<file path="config.mk">
export PLATFORM = sky130hd
export DESIGN_NAME = load_store_unit_flat
export DESIGN_NICKNAME = d
export VERILOG_FILES = /design/src/rtl/load_store_unit_if.sv /design/src/rtl/load_store_unit.sv /design/src/flat_wrapper.sv
export SDC_FILE = /design/constraint.sdc
export NUM_CORES = 1
export LEC_CHECK = 0
export ABC_CLOCK_PERIOD_IN_PS = 4500
export CAP_MARGIN = 20
export CELL_PAD_IN_SITES_DETAIL_PLACEMENT = 0
export CELL_PAD_IN_SITES_GLOBAL_PLACEMENT = 2
export CORE_AREA = 2 2 175 125
export CTS_CLUSTER_DIAMETER = 60
export DETAILED_ROUTE_END_ITERATION = 10
export DIE_AREA = 0 0 177 127
export PLACE_DENSITY_LB_ADDON = 0.12
export SYNTH_ARGS = -nofsm -noshare
export SYNTH_HDL_FRONTEND = slang
export SYNTH_SLANG_ARGS = --single-unit
</file>
<file path="constraint.sdc">
create_clock -name clk -period 4.5 [get_ports clk]
set_input_delay 1.125 -clock clk [delete_from_list [all_inputs] [get_ports clk]]
set_output_delay 1.125 -clock clk [all_outputs]
set_load 0.01 [all_outputs]
</file>
<file path="src/rtl/load_store_unit_if.sv">
// Request/acknowledge data-memory bus between the load/store unit (master)
// and the data memory (slave).
interface load_store_unit_if;
  logic        mem_req;
  logic        mem_we;
  logic [31:0] mem_addr;
  logic [31:0] mem_wdata;
  logic [3:0]  mem_wstrb;
  logic        mem_ack;
  logic [31:0] mem_rdata;

  modport master (
    output mem_req, mem_we, mem_addr, mem_wdata, mem_wstrb,
    input  mem_ack, mem_rdata
  );

  modport slave (
    input  mem_req, mem_we, mem_addr, mem_wdata, mem_wstrb,
    output mem_ack, mem_rdata
  );
endinterface

</file>
<file path="src/rtl/load_store_unit.sv">
// RV32I data-memory access stage: issues one bus access per load/store, stalls the
// core until it completes. Define LSU_MISALIGN_TRAP_EN to trap misaligned accesses.
module load_store_unit #(
  parameter int TIMEOUT_CYCLES = 16,
  parameter int CNT_W          = 5
) (
  input  logic               clk,
  input  logic               reset,
  input  logic               mem_read_en,
  input  logic               MemWrite,
  input  logic [1:0]         Store,
  input  logic [2:0]         Load,
  input  logic [31:0]        addr,
  input  logic [31:0]        wdata,
  output logic               stall,
  output logic [31:0]        rdata,
  output logic               bus_err,
  output logic               misalign_err,
  load_store_unit_if.master  bus
);

  typedef enum logic [1:0] {IDLE, BUSY, DONE} state_t;

  state_t           state, next_state;
  logic [31:0]      addr_q, wdata_q;
  logic [1:0]       store_q;
  logic [2:0]       load_q;
  logic             we_q;
  logic [CNT_W-1:0] cnt;
  logic             start, misaligned, timeout;
  logic [1:0]       off;
  logic [3:0]       strb;
  logic [31:0]      lane_wdata, load_fmt;
  logic [7:0]       rd_byte;
  logic [15:0]      rd_half;

  assign start   = mem_read_en | MemWrite;
  assign timeout = (cnt == CNT_W'(TIMEOUT_CYCLES - 1));
  assign off     = addr_q[1:0];

`ifdef LSU_MISALIGN_TRAP_EN
  // The store size decides alignment whenever MemWrite is set, since the write wins.
  always_comb begin
    misaligned = 1'b0;
    if (MemWrite) begin
      case (Store)
        2'b01:   misaligned = addr[0];
        2'b10:   misaligned = 1'b0;
        default: misaligned = |addr[1:0];
      endcase
    end else begin
      case (Load)
        3'b000, 3'b011: misaligned = 1'b0;
        3'b001, 3'b100: misaligned = addr[0];
        default:        misaligned = |addr[1:0];
      endcase
    end
  end
`else
  assign misaligned = 1'b0;
`endif

  always_comb begin
    next_state  = state;
    stall       = 1'b0;
    bus.mem_req = 1'b0;
    case (state)
      IDLE: begin
        if (start) begin
          stall      = 1'b1;
          next_state = misaligned ? DONE : BUSY;
        end
      end
      BUSY: begin
        stall       = 1'b1;
        bus.mem_req = 1'b1;
        if (bus.mem_ack || timeout) next_state = DONE;
      end
      DONE:    next_state = IDLE;
      default: next_state = IDLE;
    endcase
  end

  always_comb begin
    strb       = 4'b1111;
    lane_wdata = wdata_q;
    case (store_q)
      2'b01: begin
        strb       = off[1] ? 4'b1100 : 4'b0011;
        lane_wdata = {2{wdata_q[15:0]}};
      end
      2'b10: begin
        strb       = 4'b0001 << off;
        lane_wdata = {4{wdata_q[7:0]}};
      end
      default: ;
    endcase
  end

  assign bus.mem_we    = (state == BUSY) & we_q;
  assign bus.mem_wstrb = bus.mem_we ? strb : 4'b0000;
  assign bus.mem_addr  = {addr_q[31:2], 2'b00};
  assign bus.mem_wdata = lane_wdata;

  assign rd_byte = bus.mem_rdata[{off, 3'b000} +: 8];
  assign rd_half = off[1] ? bus.mem_rdata[31:16] : bus.mem_rdata[15:0];

  always_comb begin
    case (load_q)
      3'b000:  load_fmt = {{24{rd_byte[7]}}, rd_byte};
      3'b011:  load_fmt = {24'b0, rd_byte};
      3'b001:  load_fmt = {{16{rd_half[15]}}, rd_half};
      3'b100:  load_fmt = {16'b0, rd_half};
      default: load_fmt = bus.mem_rdata;
    endcase
  end

  // Error flags are set only on the edge that enters DONE, so they pulse for one cycle.
  always_ff @(posedge clk or posedge reset) begin
    if (reset) begin
      state        <= IDLE;
      addr_q       <= '0;
      wdata_q      <= '0;
      store_q      <= '0;
      load_q       <= '0;
      we_q         <= 1'b0;
      cnt          <= '0;
      rdata        <= '0;
      bus_err      <= 1'b0;
      misalign_err <= 1'b0;
    end else begin
      state        <= next_state;
      bus_err      <= 1'b0;
      misalign_err <= 1'b0;
      case (state)
        IDLE: begin
          cnt <= '0;
          if (start) begin
            addr_q  <= addr;
            wdata_q <= wdata;
            store_q <= Store;
            load_q  <= Load;
            we_q    <= MemWrite;
            if (misaligned) begin
              misalign_err <= 1'b1;
              rdata        <= '0;
            end
          end
        end
        BUSY: begin
          cnt <= cnt + CNT_W'(1);
          if (bus.mem_ack) begin
            if (!we_q) rdata <= load_fmt;
          end else if (timeout) begin
            rdata   <= '0;
            bus_err <= 1'b1;
          end
        end
        default: cnt <= '0;
      endcase
    end
  end

endmodule
</file>
<file path="src/flat_wrapper.sv">
// flat-port wrapper written by rule: the top's interface ports become plain ports
module load_store_unit_flat 
#(
  parameter int TIMEOUT_CYCLES = 16,
  parameter int CNT_W          = 5
)
  (clk, reset, mem_read_en, MemWrite, Store, Load, addr, wdata, stall, rdata, bus_err, misalign_err, bus_mem_req, bus_mem_we, bus_mem_addr, bus_mem_wdata, bus_mem_wstrb, bus_mem_ack, bus_mem_rdata);
  load_store_unit_if bus_i ();
  input  logic clk;
  input  logic reset;
  input  logic mem_read_en;
  input  logic MemWrite;
  input  logic [1:0] Store;
  input  logic [2:0] Load;
  input  logic [31:0] addr;
  input  logic [31:0] wdata;
  output logic stall;
  output logic [31:0] rdata;
  output logic bus_err;
  output logic misalign_err;
  output wire logic [$bits(bus_i.mem_req)-1:0] bus_mem_req;
  output wire logic [$bits(bus_i.mem_we)-1:0] bus_mem_we;
  output wire logic [$bits(bus_i.mem_addr)-1:0] bus_mem_addr;
  output wire logic [$bits(bus_i.mem_wdata)-1:0] bus_mem_wdata;
  output wire logic [$bits(bus_i.mem_wstrb)-1:0] bus_mem_wstrb;
  input wire logic [$bits(bus_i.mem_ack)-1:0] bus_mem_ack;
  input wire logic [$bits(bus_i.mem_rdata)-1:0] bus_mem_rdata;
  assign bus_mem_req = bus_i.mem_req;
  assign bus_mem_we = bus_i.mem_we;
  assign bus_mem_addr = bus_i.mem_addr;
  assign bus_mem_wdata = bus_i.mem_wdata;
  assign bus_mem_wstrb = bus_i.mem_wstrb;
  assign bus_i.mem_ack = bus_mem_ack;
  assign bus_i.mem_rdata = bus_mem_rdata;
  load_store_unit #(.TIMEOUT_CYCLES(TIMEOUT_CYCLES), .CNT_W(CNT_W)) u_core (.clk(clk), .reset(reset), .mem_read_en(mem_read_en), .MemWrite(MemWrite), .Store(Store), .Load(Load), .addr(addr), .wdata(wdata), .stall(stall), .rdata(rdata), .bus_err(bus_err), .misalign_err(misalign_err), .bus(bus_i));
endmodule
</file>
Word level (Yosys, flattened, before mapping)

Index checks and enable logic that the tools add are counted.

Eq/ne operators: 10
Shift-type cells: 2
$add $sub $neg: 1
Multiplexer cells: 19
Reduce and logical (&&, ||, !) cells: 7
Bitwise operators: 2

Operator list:

| operator                                              | count |
|---|---|
| one-hot mux 32 bit (4 select lines)                   | 1 |
| two-way mux 32 bit                                    | 3 |
| one-hot mux 32 bit (2 select lines)                   | 1 |
| indexed part select 32 x 6 -> 8 bit                   | 1 |
| two-way mux 16 bit                                    | 1 |
| two-way mux 4 bit                                     | 2 |
| one-hot mux 4 bit (2 select lines)                    | 1 |
| adder 5 x 1 -> 5 bit, second input constant           | 1 |
| == test 5 x 4 -> 1 bit, second input constant         | 1 |
| two-way mux 1 bit                                     | 5 |
| two-way mux 5 bit                                     | 1 |
| == test 2 x 1 -> 1 bit, second input constant         | 2 |
| two-way mux 2 bit                                     | 2 |
| inequality test 2 x 1 -> 1 bit, second input constant | 2 |
| one-hot mux 2 bit (2 select lines)                    | 1 |
| AND reduction 2 bit                                   | 2 |
| left shift 1 x 2 -> 4 bit, first input constant       | 1 |
| == test 3 x 1 -> 1 bit, second input constant         | 1 |
| == test 3 x 2 -> 1 bit, second input constant         | 1 |
| == test 3 bit, second input constant                  | 1 |
| zero test 3 bit                                       | 1 |
| AND reduction 3 bit                                   | 1 |
| == test 2 bit, second input constant                  | 1 |
| zero test 2 bit                                       | 1 |
| 6 further kinds                                       | 6 |

Bits in registers: 110
Bits of input ports: 106
Output and inout port bits: 105
Word-level logic and storage cells: 50

Longest topological paths before layout

Gate-level depths: netlist of the first run.

Depth in word-level cells: 4
Mapped depth: 8
Depth with buffers taken out: 7

Worst setup path after synthesis of the first run

OpenSTA, ideal clock, no wires.

Kind: input-to-output
Start point: input port MemWrite
End point: output port stall
Data required time: 3.375 ns
Cell stages on the path: 5
Arrival: 2.064 ns
Path buffers: 2
Setup slack: 1.311 ns
Cell sequence: nor2_1 nor3_1 buf_2 clkbuf_1 or2_2

Cells in the longest elaborated chain, start to end: 3

RTL lines:

| what                               | line                  | text |
|---|---|---|
| start: declaration                 | flat_wrapper.sv:12    | `input logic MemWrite;` |
| bitwise OR 1 bit                   | load_store_unit.sv:37 | `assign start = mem_read_en \| MemWrite;` |
| two-way mux 1 bit                  | load_store_unit.sv:69 | `if (start) begin` |
| one-hot mux 1 bit (2 select lines) | load_store_unit.sv:67 | `case (state)` |
| end: declaration                   | flat_wrapper.sv:17    | `output logic stall;` |

Every way passes these cells.

Worst setup path after layout of the first run

Start point: register u_core.store_q[0]
End point: output port bus_mem_wdata[13]

Cells in the longest elaborated chain, start to end: 2
Elaborated cells between the ends (all ways): 3
Classes of those cells: 2 x eq/ne; 1 x mux

RTL lines:

| what                                                    | line                   | text |
|---|---|---|
| start: declaration                                      | load_store_unit.sv:26  | `logic [1:0] store_q;` |
| start signal: assignment                                | load_store_unit.sv:141 | `store_q <= Store;` |
| == test 2 bit or == test 2 x 1 -> 1 bit (tied branches) | load_store_unit.sv:87  | `case (store_q)` |
| one-hot mux 32 bit (2 select lines) *                   | load_store_unit.sv:87  |  |
| end: declaration                                        | flat_wrapper.sv:24     | `output wire logic [$bits(bus_i.mem_wdata)-1:0] bus_mem_wdata;` |

Mark *: on every way between the ends. The rest lies on a longest branch, timed or not.

==> results of run 1 <==
[layout make-up]
type	count	share of cell area [%]
Antenna cell	1	0.0318
Clock buffer	12	3.38
Clock inverter	4	0.477
Inverter	8	0.413
Multi-Input combinational cell	332	29.3
Sequential cell	110	35.0
Tap cell	276	4.39
Timing Repair Buffer	215	27.1
[stage by stage]
| stage | setup WS [ns] | hold slack, ns | area (sq um) | power, mW | util (%) |
|---|---|---|---|---|---|
| finish | 0.852 | 0.462 | 7880 | 6.03 | 38.1 |
| global route | 0.677 | 0.504 | 7870 | 6.45 | 38.1 |
| CTS | 0.829 | 0.469 | 7870 | 6.12 | 38.1 |
| detailed placement | 0.893 | 0.457 | 7570 | 5.26 | 36.7 |
| global placement | 0.899 | 0.444 | 7570 | 5.23 | 36.7 |
| floorplan | 0.473 | 0.432 | 5540 | 3.80 | - |
[sequential cells by signal (all words and copies together), names as in the netlist]
name	count
u_core.addr_q	32
u_core.bus_err	1
u_core.cnt	5
u_core.load_q	3
u_core.rdata	32
u_core.state	2
u_core.store_q	2
u_core.wdata_q	32
u_core.we_q	1
[report_power, final]
group / total [mW] / switching [mW] / internal [mW]
Clock: 0.826 / 0.396 / 0.430
Combinational: 3.35 / 1.56 / 1.80
Sequential: 1.85 / 0.387 / 1.46
Total: 6.03 / 2.34 / 3.69
[synth_stat cells (3+ instances only)]
cell | n | area share [%]
sky130_fd_sc_hd__buf_4 | 41 | 5.6
sky130_fd_sc_hd__mux2_2 | 74 | 15
sky130_fd_sc_hd__o21ai_2 | 11 | 1.7
sky130_fd_sc_hd__dfrtp_1 | 110 | 50
sky130_fd_sc_hd__buf_2 | 8 | 0.72
sky130_fd_sc_hd__a22oi_1 | 8 | 1.1
sky130_fd_sc_hd__inv_1 | 8 | 0.54
sky130_fd_sc_hd__a22o_1 | 8 | 1.3
sky130_fd_sc_hd__ha_1 | 4 | 0.90
sky130_fd_sc_hd__nor2_1 | 44 | 3.0
sky130_fd_sc_hd__or2_2 | 3 | 0.34
sky130_fd_sc_hd__o22ai_1 | 7 | 0.79
sky130_fd_sc_hd__clkbuf_1 | 19 | 1.3
sky130_fd_sc_hd__nor2b_1 | 14 | 1.6
sky130_fd_sc_hd__buf_1 | 3 | 0.20
sky130_fd_sc_hd__o31ai_1 | 7 | 0.95
sky130_fd_sc_hd__nand2_1 | 63 | 4.3
sky130_fd_sc_hd__a211oi_1 | 7 | 0.95
sky130_fd_sc_hd__nand2b_1 | 5 | 0.57
sky130_fd_sc_hd__o41ai_1 | 8 | 1.3
sky130_fd_sc_hd__o21ai_0 | 28 | 2.5
sky130_fd_sc_hd__a21oi_1 | 11 | 0.99
[logic make-up after synthesis]
group | synth area share (%)
compound gates | 13.3
xor+xnor | 0.317
fa+ha+maj | 0.904
buf+inv | 8.89
flops | 49.7
mux | 15.6
other cells | 0.0678
simple gates | 11.2
[worst max path at each step]
stage	to	slack [ns]	cells after the start
2_1_floorplan	u_core.addr_q[0]$_DFFE_PP0P_	0.47	1
3_3_place_gp	stall	0.90	5
3_5_place_dp	stall	0.89	5
4_1_cts	bus_mem_wdata[13]	0.83	6
5_1_grt	bus_mem_wdata[12]	0.68	6
6_report	bus_mem_wdata[13]	0.85	6
[worst reg2reg max path, cell delays in order, from the launching register on]
cell and delay, ns:
sky130_fd_sc_hd__dfrtp_1 0.59, sky130_fd_sc_hd__mux2i_2 0.25, sky130_fd_sc_hd__buf_4 0.32, sky130_fd_sc_hd__o21ai_1 0.34
sky130_fd_sc_hd__a211oi_1 0.33, sky130_fd_sc_hd__o31ai_1 0.09
[per-layer routing]
metal / GRT usage [%] / share of wire (%) / vias up
met4: 3.74 / 1.3 / 0
met5: 0 / 0 / -
li1: - / - / 2072
met2: 22.9 / 42 / 136
met3: 5.71 / 8.0 / 14
met1: 22.4 / 49 / 2159
==> parameters.txt, run 1 <==
Parameter                              Value

Run status
  Status ... complete, no violations

Clock network
  CTS resizes ... 0
  Later-pin clock latency in the skew report ... 0.36 ns
  Maximum clock path buffer count ... 2
  Post-CTS setup buffer count ... 0
  Post-CTS Hold Fix Bufs ... 0
  Number of buffers created by CTS ... 9
  CTS H-Tree Depth ... 3
  Clock root buffer ... sky130_fd_sc_hd__clkbuf_16
  Clock tree from TritonCTS ... built
  Clock transition time at the flip-flop clock pins of the worst setup and hold paths ... 0.07 ns
  CTS sink cnt ... 110

Floorplanning
  Floorplan Core Area ... 20,600 sq um
  Height of the die ... about 130 um
  Cell Rows ... 44
  Die Wd ... 177 um
  # IOs ... roughly 210
  Initial core utilization ... between 20 and 30%
  Floorplan die area ... 22,500 sq um

Setup path
  Master of the slowest instance on the critical path ... sky130_fd_sc_hd__clkdlybuf4s50_1
  Worst path arrival time ... 2.52 ns
  Required time of the critical path ... between 3 and 4 ns
  Gate family responsible for the most delay along the worst path ... buffers and inverters
  Critical setup path kind ... flop to primary output
  Crit end category ... primary output
  Startpoint of the worst setup timing path ... u_core.store_q[0]$_DFFE_PP0P_
  Max FO, Critical Path ... 38
  Cell chain of the critical path ... inv_1 > ha_1 > buf_4 > nor2b_1 > a22o_1 > clkdlybuf4s50_1
  Worst reg2reg endpoint ... u_core.rdata[3]$_DFFE_PP0P_
  Worst Reg-to-Reg Cells ... 5
  Buffers and inverters on the worst path ... 3
  Startpoint types ... flop
  Reg2reg start ... u_core.load_q[0]$_DFFE_PP0P_
  Register-to-Register Setup Slack ... 2.49 ns
  Peak per-stage delay on the critical path ... 0.54 ns

Power and ir drop
  Total leakage power ... 3.22 nW
  Worst IR Drop VDD ... 0.000280 V
  Power Density ... 765 nW/um^2

Timing
  Sum of negative setup slack ... 0 ns
  Tmin final ... 3.65 ns
  Max_slew headroom ... 35.7%
  Fin Clk Skew ... 0.0110 ns
  Tcrit/Tclk final ... 81.1%
  Max Clock Freq ... ~270 MHz
  Worst slew pin tran ... between 0.9 and 1 ns
  Slew Limit Fails ... 0
  Hold Vio Cnt, Final ... 0
  RSZ-0062 raised after global routing ... false
  Total setup violations reported at the end of the flow ... 0

Drt
  Pre-Repair DR Iteration Count ... 4
  Number of remaining DRC errors ... 0
  First-iteration detailed-routing DRC count ... approximately 250
  Total number of vias ... roughly 4,400
  Via-per-instance ratio ... 4.57
  Drt wl/cell ... about 18 um
  Remaining number of nets flagged by the antenna check after routing ... 0
  Final Routed Wirelength ... 17.4 mm

Layout
  Most frequent cells in the layout ... sky130_fd_sc_hd__clkdlybuf4s50_1, sky130_fd_sc_hd__dfrtp_1, sky130_fd_sc_hd__mux2_2, sky130_fd_sc_hd__nand2_1, sky130_fd_sc_hd__nor2_1
  Commonest non-fill, non-tap cell in the layout ... sky130_fd_sc_hd__clkdlybuf4s50_1
  Layout area overhead ... 42.3%
  Total area of multi-input combinational cells ... between 2000 and 2500 sq um
  Area used by sequential logic in the layout ... 2750 sq um
  Filler cells ... slightly above 2,000
  Share of post-route cells with drive strength above 1 ... between 10% and 20%
  Layout Nets ... a little under 800
  Post-route insts no fill ... around 960

Global routing
  Maximum number of pins on one net before global-route repair ... 76
  First-pass GRT wire length ... 27.0 mm
  Number of antenna violations at the first check in global routing ... 1
  Sum of overflow across all layers after global routing ... 0
  Overall global routing resource usage ... roughly 16%
  Number of global-route vias before repair ... 4,633

Min path
  Number of cells traversed by the worst hold path ... 1
  Class of the most critical hold timing path ... flop to flop
  End point of the worst hold path ... u_core.cnt[0]$_DFF_PP0_
  Hold_sp ... u_core.cnt[0]$_DFF_PP0_

Yosys
  Predominant post-synthesis flop cell ... sky130_fd_sc_hd__dfrtp_1
  Number of flip-flops and latches in the synthesized netlist ... 110
  Synth async-reset ratio ... 100%
  Synth warnings ... 0
  Syn Area/Cell ... 10.6 sq um
  Distinct cell type count of the synthesized netlist ... 44
  Cell area after synthesis ... 5530 sq um
  Number of flops mapped to enable cells by yosys ... 0
  Share of the yosys chip area belonging to registers ... 49.7%
  Syn Inst Count ... around 520

Job
  Max-Cap Viols ... 0

Placed design
  Dpl hpwl ... 13.0 mm
  Final weighted congestion of routability-driven global placement ... 0.803
  Quantity of I/O buffers inserted on ports ... 207
  Cell total after placement ... ~940
Power figures use the tool's default switching activity.
==> run 2, diff against run 1 <==
--- a/config.mk
+++ b/config.mk
@@ -5,7 +5,7 @@
 export SDC_FILE = /design/constraint.sdc
 export NUM_CORES = 1
 export LEC_CHECK = 0
-export ABC_CLOCK_PERIOD_IN_PS = 4500
+export ABC_CLOCK_PERIOD_IN_PS = 3610
 export CAP_MARGIN = 20
 export CELL_PAD_IN_SITES_DETAIL_PLACEMENT = 0
 export CELL_PAD_IN_SITES_GLOBAL_PLACEMENT = 2
==> constraint.sdc (replaced) <==
create_clock -name clk -period 3.61 [get_ports clk]
set_input_delay 0.9025 -clock clk [delete_from_list [all_inputs] [get_ports clk]]
set_output_delay 0.9025 -clock clk [all_outputs]
set_load 0.01 [all_outputs]
==> run 2 against run 1 <==
  * Clock skew is 0.00054 ns higher
  * Sequential share of layout area did not move
  * Die area did not move
  * Design area unchanged
  * Clock-buffer cell count fell by 1
  * Final cell count fell by 0.10%
  * Power is 24% higher
  * Hold slack better by 0.011 ns
  * Combinational power up 25%
  * First-iteration DRC count rose by 31%
  * Critical path depth is 1 lower
  * Register-to-register slack worse by 0.84 ns
==> parameters.txt, run 2 (synthesized netlist as in run 1, its figures left out) <==
Parameter                              Value

Setup path
  Register-to-Register Setup Slack ... 1.65 ns
  Worst reg2reg endpoint ... u_core.addr_q[5]$_DFFE_PP0P_
  Worst Reg-to-Reg Cells ... 3
  Worst path arrival time ... 2.34 ns
  Critical setup path kind ... flop to primary output
  Startpoint types ... flop
  Max FO, Critical Path ... 8
  Crit end category ... primary output
  Required time of the critical path ... 2.71 ns
  Reg2reg start ... u_core.state[0]$_DFFE_PP0P_

Global routing
  Maximum number of pins on one net before global-route repair ... 111
  Sum of overflow across all layers after global routing ... 0
  Number of global-route vias before repair ... about 4,400
  Overall global routing resource usage ... 15.1%
  First-pass GRT wire length ... 26.0 mm
  Number of antenna violations at the first check in global routing ... 1

Floorplanning
  Die Wd ... 177 um
  Floorplan Core Area ... slightly above 20,000 sq um
  Cell Rows ... 44
  # IOs ... 211
  Height of the die ... 127 um
  Initial core utilization ... 26.8%
  Floorplan die area ... 22,500 sq um

Drt
  Final Routed Wirelength ... between 15 and 20 mm
  Total number of vias ... between 4,000 and 5,000
  Number of remaining DRC errors ... 0
  Remaining number of nets flagged by the antenna check after routing ... 0
  Drt wl/cell ... 17.7 um
  Via-per-instance ratio ... 4.54
  Pre-Repair DR Iteration Count ... 4
  First-iteration detailed-routing DRC count ... 324

Power and ir drop
  Total leakage power ... between 3 and 4 nW
  Worst IR Drop VDD ... approximately 0.00031 V
  Combinational fraction of design power ... 56.0%
  Net switching power ... 2.89 mW
  Share of power burned in registers ... a little under a third
  Net switching share of the total power ... 38.7%
  Internal ... 4.58 mW
  Clock group share of total power ... about 13%
  Power Density ... about 950 nW/um^2

Timing
  Max_slew headroom ... 34.5%
  Fin Clk Skew ... 0.0115 ns
  Hold Vio Cnt, Final ... 0
  Total setup violations reported at the end of the flow ... 0
  Tcrit/Tclk final ... 89.9%
  Slew Limit Fails ... 0
  RSZ-0062 raised after global routing ... false
  Tmin final ... 3.24 ns
  Worst slew pin tran ... 0.983 ns
  Max Clock Freq ... 308 MHz
  Sum of negative setup slack ... 0 ns

Min path
  End point of the worst hold path ... u_core.cnt[0]$_DFF_PP0_
  Number of cells traversed by the worst hold path ... 1
  Class of the most critical hold timing path ... flop to flop
  Hold_sp ... u_core.cnt[0]$_DFF_PP0_

Layout
  Share of post-route cells with drive strength above 1 ... 17.8%
  Layout area overhead ... 42.3%
  Cell area after layout ... approximately 7900 sq um
  Commonest non-fill, non-tap cell in the layout ... sky130_fd_sc_hd__clkdlybuf4s50_1
  Final standard cell utilization of the core ... 38.1%
  Total area of multi-input combinational cells ... 2310 sq um
  Area used by sequential logic in the layout ... 2750 sq um
  Largest registers ... u_core.addr_q (32), u_core.rdata (32), u_core.wdata_q (32)
  Most frequent cells in the layout ... sky130_fd_sc_hd__clkdlybuf4s50_1, sky130_fd_sc_hd__dfrtp_1, sky130_fd_sc_hd__mux2_2, sky130_fd_sc_hd__nand2_1, sky130_fd_sc_hd__nor2_1
  Filler cells ... 2,053
  Antenna diodes ... 0
  Layout Nets ... 786

Clock network
  CTS H-Tree Depth ... 3
  CTS sink cnt ... 110
  Post-CTS setup buffer count ... 0
  Number of buffers created by CTS ... 9
  Post-CTS Hold Fix Bufs ... 0
  CTS resizes ... 0
  Clock root buffer ... sky130_fd_sc_hd__clkbuf_16
  Maximum clock path buffer count ... 2
  Clock transition time at the flip-flop clock pins of the worst setup and hold paths ... approximately 0.070 ns
  Later-pin clock latency in the skew report ... 0.36 ns
  Clock tree from TritonCTS ... built

Placed design
  Quantity of I/O buffers inserted on ports ... 207
  Standard cell area after detailed placement ... between 7000 and 8000 sq um
  Final weighted congestion of routability-driven global placement ... 0.776
  Dpl hpwl ... 12.4 mm

Run status
  Status ... complete, no violations

Job
  Max-Cap Viols ... 0
==> run 2: stage by stage <==
step / instances / total power, mW / hold WS [ns] / setup WS, ns
2_1_floorplan: 523 / 4.74 / 0.432 / 0.866
3_3_place_gp: 941 / 6.53 / 0.444 / 0.460
3_5_place_dp: 941 / 6.54 / 0.466 / 0.424
4_1_cts: 957 / 7.60 / 0.477 / 0.340
5_1_grt: 957 / 8.01 / 0.509 / 0.197
6_report: 957 / 7.47 / 0.473 / 0.366
==> run 2: cell type report <==
| cell class | count | area share (%) |
|---|---|---|
| Tap cell | 276 | 4.39 |
| Multi-Input combinational cell | 332 | 29.3 |
| Clock inverter | 5 | 0.508 |
| Timing Repair Buffer | 215 | 27.2 |
| Clock buffer | 11 | 3.21 |
| Inverter | 8 | 0.429 |
| Sequential cell | 110 | 35.0 |
==> run 2: worst max-delay path by stage <==
stage                                   from                 to  slack (ns)  depth (start not counted)
2_1_floorplan                       MemWrite              stall        0.87                          5
3_3_place_gp                        MemWrite              stall        0.46                          5
3_5_place_dp                        MemWrite              stall        0.42                          5
4_1_cts        u_core.store_q[0]$_DFFE_PP0P_  bus_mem_wdata[14]        0.34                          5
5_1_grt        u_core.store_q[0]$_DFFE_PP0P_  bus_mem_wdata[14]        0.20                          5
6_report       u_core.store_q[0]$_DFFE_PP0P_  bus_mem_wdata[14]        0.37                          5
==> run 2: metal layers <==
metal / share of wire [%] / track usage, % / vias up
met5: 0.077 / 0 / -
met4: 1.4 / 4.04 / 2
met3: 8.0 / 5.00 / 17
met2: 41 / 20.8 / 150
met1: 50 / 22.5 / 2112
li1: - / - / 2068
==> run 2: power groups by stage <==
stage / Combinational [mW] / Sequential [mW] / Clock, mW
2_1_floorplan: 2.54 / 2.20 / 0
3_3_place_gp: 4.24 / 2.29 / 0
3_5_place_dp: 4.23 / 2.31 / 0
4_1_cts: 4.25 / 2.30 / 1.05
5_1_grt: 4.53 / 2.38 / 1.09
6_report: 4.18 / 2.29 / 1.00
==> run 2: worst max-delay path: stages, from the launching register on <==
cell                              delay, ns
sky130_fd_sc_hd__dfrtp_1               0.38
sky130_fd_sc_hd__inv_1                 0.08
sky130_fd_sc_hd__ha_1                  0.28
sky130_fd_sc_hd__nor2b_1               0.47
sky130_fd_sc_hd__a22o_1                0.24
sky130_fd_sc_hd__clkdlybuf4s50_1       0.54
